`src/rtl/key_scan.sv`:
```
// key_scan: 4x4 key-matrix scanner with a 2-flop row synchronizer and
// frame-based debounce. It drives one active-low column per SCAN_DIV
// cycles and assembles a 16-bit frame every four columns.
// Optional feature macro: KEY_SCAN_DEBOUNCE_EN. When it is defined, `keys`
// updates only after DEBOUNCE_CNT identical frames. When it is undefined,
// `keys` follows every completed frame and DEBOUNCE_CNT is not used.
module key_scan #(
  parameter int SCAN_DIV     = 16,
  parameter int DEBOUNCE_CNT = 4
) (
  input  logic        clock,
  input  logic        reset,
  input  logic [3:0]  row_in,
  output logic [3:0]  col_out,
  output logic [15:0] keys,
  output logic        key_change
);

  localparam logic [15:0] DIV_LAST = 16'(SCAN_DIV - 1);

  // Stop elaboration when a parameter is outside its legal range.
  if (SCAN_DIV < 4 || SCAN_DIV > 65535 || DEBOUNCE_CNT < 1 || DEBOUNCE_CNT > 15) begin : g_bad_param
    $error("key_scan: SCAN_DIV or DEBOUNCE_CNT out of range");
  end

  logic [3:0]  sync1_q, sync1_d;
  logic [3:0]  sync2_q, sync2_d;
  logic [15:0] div_q, div_d;
  logic [1:0]  col_q, col_d;
  logic [3:0]  col_out_q, col_out_d;
  logic [15:0] frame_q, frame_d;
  logic [15:0] prev_q, prev_d;
  logic        load_q, load_d;
  logic [15:0] keys_q, keys_d;
  logic        key_change_q, key_change_d;

  logic        tc_s;
  logic        frame_done_s;
  logic [3:0]  pressed_s;
  logic [15:0] spread_s;

`ifdef KEY_SCAN_DEBOUNCE_EN
  localparam logic [3:0] DB_MAX = 4'(DEBOUNCE_CNT);
  logic [3:0]  stab_q, stab_d;
`endif

  // Next-state logic for the synchronizer, scan timing, frame assembly and key update.
  always_comb begin
    sync1_d      = row_in;
    sync2_d      = sync1_q;
    tc_s         = (div_q == DIV_LAST);
    pressed_s    = ~sync2_q;
    // Place row r at bit 4*r; the later shift by col_q moves it to bit 4*r+col.
    spread_s     = {3'b000, pressed_s[3], 3'b000, pressed_s[2],
                    3'b000, pressed_s[1], 3'b000, pressed_s[0]};
    div_d        = div_q;
    col_d        = col_q;
    frame_d      = frame_q;
    prev_d       = prev_q;
    load_d       = 1'b0;
    frame_done_s = 1'b0;

    if (tc_s) begin
      div_d   = 16'd0;
      col_d   = col_q + 2'd1;
      frame_d = (frame_q & ~(16'h1111 << col_q)) | (spread_s << col_q);
      frame_done_s = (col_q == 2'd3);
    end else begin
      div_d   = div_q + 16'd1;
    end

    col_out_d = ~(4'b0001 << col_d);

    if (frame_done_s) begin
      prev_d = frame_d;
    end else begin
      prev_d = prev_q;
    end

`ifdef KEY_SCAN_DEBOUNCE_EN
    stab_d = stab_q;
    if (frame_done_s) begin
      if (frame_d == prev_q) begin
        stab_d = (stab_q == DB_MAX) ? stab_q : stab_q + 4'd1;
      end else begin
        stab_d = 4'd1;
      end
    end else begin
      stab_d = stab_q;
    end
    load_d = frame_done_s && (stab_d == DB_MAX);
`else
    load_d = frame_done_s;
`endif

    // prev_q holds the last completed frame until the next completion.
    if (load_q) begin
      keys_d = prev_q;
    end else begin
      keys_d = keys_q;
    end
    key_change_d = (keys_d != keys_q);
  end

  // State registers with a synchronous reset that abandons any partial frame.
  always_ff @(posedge clock) begin
    if (reset) begin
      sync1_q      <= 4'b1111;
      sync2_q      <= 4'b1111;
      div_q        <= 16'd0;
      col_q        <= 2'd0;
      col_out_q    <= 4'b1110;
      frame_q      <= 16'h0000;
      prev_q       <= 16'h0000;
      load_q       <= 1'b0;
      keys_q       <= 16'h0000;
      key_change_q <= 1'b0;
`ifdef KEY_SCAN_DEBOUNCE_EN
      stab_q       <= 4'd0;
`endif
    end else begin
      sync1_q      <= sync1_d;
      sync2_q      <= sync2_d;
      div_q        <= div_d;
      col_q        <= col_d;
      col_out_q    <= col_out_d;
      frame_q      <= frame_d;
      prev_q       <= prev_d;
      load_q       <= load_d;
      keys_q       <= keys_d;
      key_change_q <= key_change_d;
`ifdef KEY_SCAN_DEBOUNCE_EN
      stab_q       <= stab_d;
`endif
    end
  end

  assign col_out    = col_out_q;
  assign keys       = keys_q;
  assign key_change = key_change_q;

endmodule

```
`config.mk`:
```
export PLATFORM = sky130hd
export DESIGN_NAME = key_scan
export DESIGN_NICKNAME = d
export VERILOG_FILES = /design/src/rtl/key_scan.sv
export SDC_FILE = /design/constraint.sdc
export NUM_CORES = 1
export LEC_CHECK = 0
export ABC_CLOCK_PERIOD_IN_PS = 2350
export CORE_MARGIN = 3
export CORE_UTILIZATION = 50
export DETAILED_ROUTE_END_ITERATION = 6
export PLACE_DENSITY_LB_ADDON = 0.15
export SETUP_SLACK_MARGIN = 0.15
export SLEW_MARGIN = 20
export SYNTH_ARGS = -nofsm -noshare
export SYNTH_HDL_FRONTEND = slang
export SYNTH_SLANG_ARGS = --single-unit
```
`constraint.sdc`:
```
create_clock -name clock -period 2.35 [get_ports clock]
set_clock_uncertainty 0.15 [all_clocks]
set_input_delay 0.235 -clock clock [delete_from_list [all_inputs] [get_ports clock]]
set_output_delay 0.235 -clock clock [all_outputs]
set_load 0.03 [all_outputs]
```
==> out/results.tsv, run 1 <==
metric	value	unit
outcome	finished clean	
ratio of total power to cell area	631	mW/mm^2
final std cells w/o fill	461	
number of max-cap violations	0	
gr usage total	18.2	%
total core area	0.00606	mm^2
post-layout min period	2170	ps
port buffer count	26	
WS Path Type	flip-flop to flip-flop	
largest net degree at the start of global routing	34	
total grt overflow	0	
post-synthesis sequential area ratio	47.7	%
first-pass GRT wire length	10500	um
total wire length	6300	um
Die Height	85.8	um
hpwl dp	4220	um
final hold vios	0	
Yosys cell types	33	
CTS clock-pin slew for the worst setup and hold paths	70	ps
DR top layer	met4	
Critical Path Fanout Max	20	
share of cells above drive strength 1	14.8	%
Metal-1 WL	3100	um
CTS H-tree lvls	3	
relative slew slack	77.0	%
FF-to-FF End	col_out[1]$_SDFF_PP1_	
crit-path cells	or4_4 -> or4_4 -> buf_12 -> nor3_1 -> o21bai_1	
Hold Crit Start	reset	
DRC viols	0	
reg2reg start	div_q[9]$_SDFF_PP0_	
period utilisation layout	92.3	%
Setup-failing EPs final	0	
Mean Syn Cell Area	9.24	um^2
kind of start point of the critical path	flip-flop	
Syn Inst Count	345	
num ports	27	
Fin Setup TNS	0	ps
area grow syn2layout	20.7	%
Leak	1.31	nW
Initial Util	52.6	%
Yosys top cell area share	47.7	%
CP delay by family, top	simple AND/OR/NAND/NOR gates	
Top cell by count, worst path	or4_4	
Final nets	392	
initial antenna violation count	0	
Met3 Wirelength	309	um
TritonCTS clock tree	yes	
number of vias per cell	5.30	
CTS Root Cell	clkbuf_8	
cts hold-fix bufs	0	
CP max stage delay	590	ps
clk_lat worst skew	350	ps
Synth area leader	dfxtp_1	
Worst Path Arrival	2250	ps
Max Clock Freq	461	MHz
synthesized area	0.00319	mm^2
deepest clock path buffer count	2	
DR vias	2445	
Worst Hold End	frame_q[8]$_SDFF_PP0_	
Final Util	63.5	%
Critical-path top delay cell	or4_4	
worst min path class	input pin to flip-flop	
CP required	2440	ps
first drt pass iteration count	4	
Met2 Routed Length	2730	um
post-DR wirelength/cell	13.7	um
Async SR Flop Fraction	0	%
clk sinks	76	
number of global-route vias before repair	2182	
synth top area cells	dfxtp_1 (48%), xnor2_1 (8.0%), nor2_1 (7.4%)	
Post-synth top flop	dfxtp_1	
Placed Cells	439	
routability cong.	0.801	
WP buf/inv	1	
Synth Register Bits	76	
endpoint class of the critical path	flip-flop	
R2R Setup Slk	180	ps
First DRT Iteration DRCs	115	
Die ar.	0.00737	mm^2
post-route ant nets	0	
ant diodes	0	
final max-slew violation count	0	
R2R depth	5	
Post-Syn Nets	356	
Least-Margin Pin Slew	341	ps
Synth warnings	0	
row count	28	
hold path cells	3	
Post-synth EDFFs	0	
RSZ-0062 raised after global routing	true	
maximum VDD drop	0.505	mV
TritonCTS Buffers	9	
Die Wd	85.8	um
flip-flops by register name, indices dropped and copies added, names as in the netlist:
signal and count:
key_change 1, sync2_q 4, col_q 2, keys 16
load_q 1, col_out 4, prev_q 16, frame_q 12
div_q 16, sync1_q 4
tightest hold or removal path: stages:
cell and delay (ps):
buf_2 90, buf_4 310, a211oi_2 50
worst max-delay path by stage:
stage / start / endpoint / cells after the start
after global routing: div_q[9]$_SDFF_PP0_ / col_out[1]$_SDFF_PP1_ / 5
after global placement: div_q[5]$_SDFF_PP0_ / col_out[1]$_SDFF_PP1_ / 5
after floorplan: div_q[13]$_SDFF_PP0_ / frame_q[0]$_SDFF_PP0_ / 5
after CTS: div_q[7]$_SDFF_PP0_ / col_out[1]$_SDFF_PP1_ / 5
final: div_q[9]$_SDFF_PP0_ / col_out[1]$_SDFF_PP1_ / 5
after detailed placement: div_q[7]$_SDFF_PP0_ / col_out[1]$_SDFF_PP1_ / 5
cell type report:
class	count	area, um^2
fill	516	2210
multi-input combinational	235	1510
sequential	76	1520
tap	75	93.8
clock inverter	3	42.5
clock buffer	13	179
timing repair buffer	42	430
inverter	17	63.8
cells in the mapped netlist, drive strengths merged, types with 3 or more instances:
cell type / number
a211oi: 16
a21oi: 17
buf: 7
clkbuf: 10
dfxtp: 76
ha: 5
inv: 17
mux2i: 20
nand2: 21
nand2b: 3
nand3: 8
nand4: 8
nor2: 63
nor3: 7
nor4: 7
o22ai: 8
or2: 9
or4: 5
xnor2: 29
kinds of logic after synthesis:
family / share of synthesized area (%)
buffers and inverters: 4.75
DFF: 47.7
adders and majority gates: 1.96
xor gates and xnor gates: 8.52
AOI/OAI and AO/OA: 9.97
muxes: 6.28
and+or+nand+nor: 20.8
layer usage:
metal / vias to the layer above / GRT usage, %
li1: 1239 / -
met1: 1120 / 25.2
met2: 72 / 26.5
met3: 14 / 3.94
met4: 0 / 9.50
met5: - / 0
metrics by stage:
| stage | setup slack (ps) | hold WS (ps) | cell area (um^2) | power [mW] |
|---|---|---|---|---|
| after detailed placement | 175 | 243 | 3550 | 1.38 |
| after global placement | 216 | 242 | 3550 | 1.38 |
| after CTS | 158 | 223 | 3770 | 2.45 |
| final | 181 | 236 | 3850 | 2.43 |
| after floorplan | 243 | 189 | 3190 | 1.37 |
| after global routing | 112 | 253 | 3850 | 2.51 |
power breakdown:
group	internal (mW)	leakage [nW]	switching, mW	total, mW
combinational	0.0192	0.583	0.0284	0.0476
sequential	1.30	0.615	0.00924	1.31
clock	0.605	0.112	0.466	1.07
repair_timing:
item,CTS,global route
endpoints found under the hold margin,0,0
buffers inserted,0,5
setup endpoints to repair,0,31
resized for setup,0,1
cells in the final DEF (no fill, tap or decap), types with 2 or more instances in the layout:
cell type        instances
a211oi_1                 8
a211oi_2                 8
a21oi_1                 17
and3_1                   2
buf_12                   3
buf_4                   12
clkbuf_8                13
clkdlybuf4s50_1         25
dfxtp_1                 75
ha_1                     5
inv_1                   17
mux2i_1                 20
nand2_1                 21
nand2b_1                 2
nand3_1                  8
nand4_1                  8
nor2_1                  63
nor3_1                   7
nor4_1                   5
o21bai_1                 2
o22ai_1                  8
or2_2                    8
or4_4                    4
xnor2_1                 29
xor2_1                   2
Power figures use the tool's default switching activity.
==> run 2: changes to the inputs <==
--- a/config.mk
+++ b/config.mk
@@ -6,11 +6,11 @@
 export NUM_CORES = 1
 export LEC_CHECK = 0
 export ABC_CLOCK_PERIOD_IN_PS = 2350
+export CAP_MARGIN = 20
 export CORE_MARGIN = 3
 export CORE_UTILIZATION = 50
 export DETAILED_ROUTE_END_ITERATION = 6
 export PLACE_DENSITY_LB_ADDON = 0.15
-export SETUP_SLACK_MARGIN = 0.15
 export SLEW_MARGIN = 20
 export SYNTH_ARGS = -nofsm -noshare
 export SYNTH_HDL_FRONTEND = slang
==> out/results.tsv, run 2 (synthesis gave the netlist of run 1 again) <==
metric	value	unit
most frequent cells in the layout	dfxtp_1 (76), nor2_1 (63), xnor2_1 (29)	
DR vias	2398	
final std cells w/o fill	455	
Least-Margin Pin Slew	345	ps
Resize count post-CTS	0	
CP required	2440	ps
Final WS setup	163	ps
routability cong.	0.801	
cts hold-fix bufs	0	
WS Path Type	flip-flop to flip-flop	
initial antenna violation count	0	
post-DR wirelength/cell	13.5	um
Critical Path Fanout Max	20	
area grow syn2layout	18.3	%
maximum VDD drop	0.503	mV
first-pass GRT wire length	10500	um
post-layout min period	2190	ps
TritonCTS Buffers	9	
Final nets	386	
endpoint class of the critical path	flip-flop	
total grt overflow	0	
Leak	1.27	nW
period utilisation layout	93.1	%
post-route ant nets	0	
Fin Setup TNS	0	ps
post-route cell area	0.00377	mm^2
CTS Root Cell	clkbuf_8	
setup bufs post-CTS	0	
final max-slew violation count	0	
Die ar.	0.00737	mm^2
commonest non-fill, non-tap cell in the layout	dfxtp_1	
Die Height	85.8	um
number of global-route vias before repair	2182	
hpwl dp	4220	um
clk sinks	76	
number of max-cap violations	0	
total core area	0.00606	mm^2
largest net degree at the start of global routing	34	
row count	28	
port buffer count	26	
relative slew slack	76.8	%
Worst Path Arrival	2270	ps
clk_lat worst skew	350	ps
worst min path class	input pin to flip-flop	
ratio of total power to cell area	644	mW/mm^2
ant diodes	0	
Setup-failing EPs final	0	
Initial Util	52.6	%
Die Wd	85.8	um
deepest clock path buffer count	2	
share of cells above drive strength 1	13.2	%
total power	2.43	mW
number of vias per cell	5.27	
First DRT Iteration DRCs	78	
Max Clock Freq	457	MHz
Placed Cells	439	
outcome	finished clean	
gr usage total	18.2	%
CTS clock-pin slew for the worst setup and hold paths	80	ps
num ports	27	
first drt pass iteration count	4	
total wire length	6140	um
Setup WS pre-CTS	175	ps
final hold vios	0	
TritonCTS clock tree	yes	
DRC viols	0	
CTS H-tree lvls	3	
placed instance area	0.00355	mm^2
kind of start point of the critical path	flip-flop	
RSZ-0062 raised after global routing	false	
## run 2: cell count changes in the layout (fill, tap and decap cells not counted)
cell       previous run  this run
buf_12                3         2
buf_4                12         8
clkbuf_16             1         0
dfxtp_1              75        76
dfxtp_2               1         0
## run 2: worst paths after layout
check,startpoint,endpoint,slack (ps),cells past startpoint
worst max-delay path,div_q[7]$_SDFF_PP0_,col_out[1]$_SDFF_PP1_,160,5
worst min-delay path,reset,frame_q[5]$_SDFF_PP0_,230,3
worst max register to register,div_q[7]$_SDFF_PP0_,col_out[1]$_SDFF_PP1_,160,5
worst min register to register,sync1_q[1]$_SDFF_PP1_,sync2_q[1]$_SDFF_PP1_,260,1
## run 2: area by class of cell
class / count / area, um^2
repair buffers: 36 / 355
inverters: 17 / 63.8
multi-input cells: 235 / 1510
clock buffers: 13 / 179
well taps: 75 / 93.8
flip-flops and latches: 76 / 1520
fillers: 526 / 2290
clock inverters: 3 / 42.5
## run 2: worst max-delay path: stages (launching register included)
cell and delay [ps]:
dfxtp_1 370, or4_4 570, or4_4 580, buf_12 180, nor3_1 130, o21bai_1 90
## run 2: power by group
part	internal (mW)	leakage [nW]	switching, mW
Clock	0.605	0.112	0.469
Sequential	1.30	0.615	0.00888
Combinational	0.0192	0.544	0.0287
## run 2: routing by layer
layer  vias to the layer above  track usage [%]  share of wire [%]
met2                        54             26.5                 42
met1                      1106             25.2                 51
met4                         0             9.50                2.5
li1                       1225                -                  -
met5                         -                0                  0
met3                        13             3.94                4.3
## run 2: metrics by stage
stage,utilization [%],hold slack [ps]
after CTS,62.2,223
after floorplan,-,189
final,62.2,233
after detailed placement,58.5,243
after global placement,58.5,242
after global routing,62.2,253
==> run 3: changes to the inputs <==
--- a/config.mk
+++ b/config.mk
@@ -11,7 +11,6 @@
 export CORE_UTILIZATION = 50
 export DETAILED_ROUTE_END_ITERATION = 6
 export PLACE_DENSITY_LB_ADDON = 0.15
-export SLEW_MARGIN = 20
 export SYNTH_ARGS = -nofsm -noshare
 export SYNTH_HDL_FRONTEND = slang
 export SYNTH_SLANG_ARGS = --single-unit
==> results of run 3 <==
Final layout, timing and power as in run 2 (identical DEF).
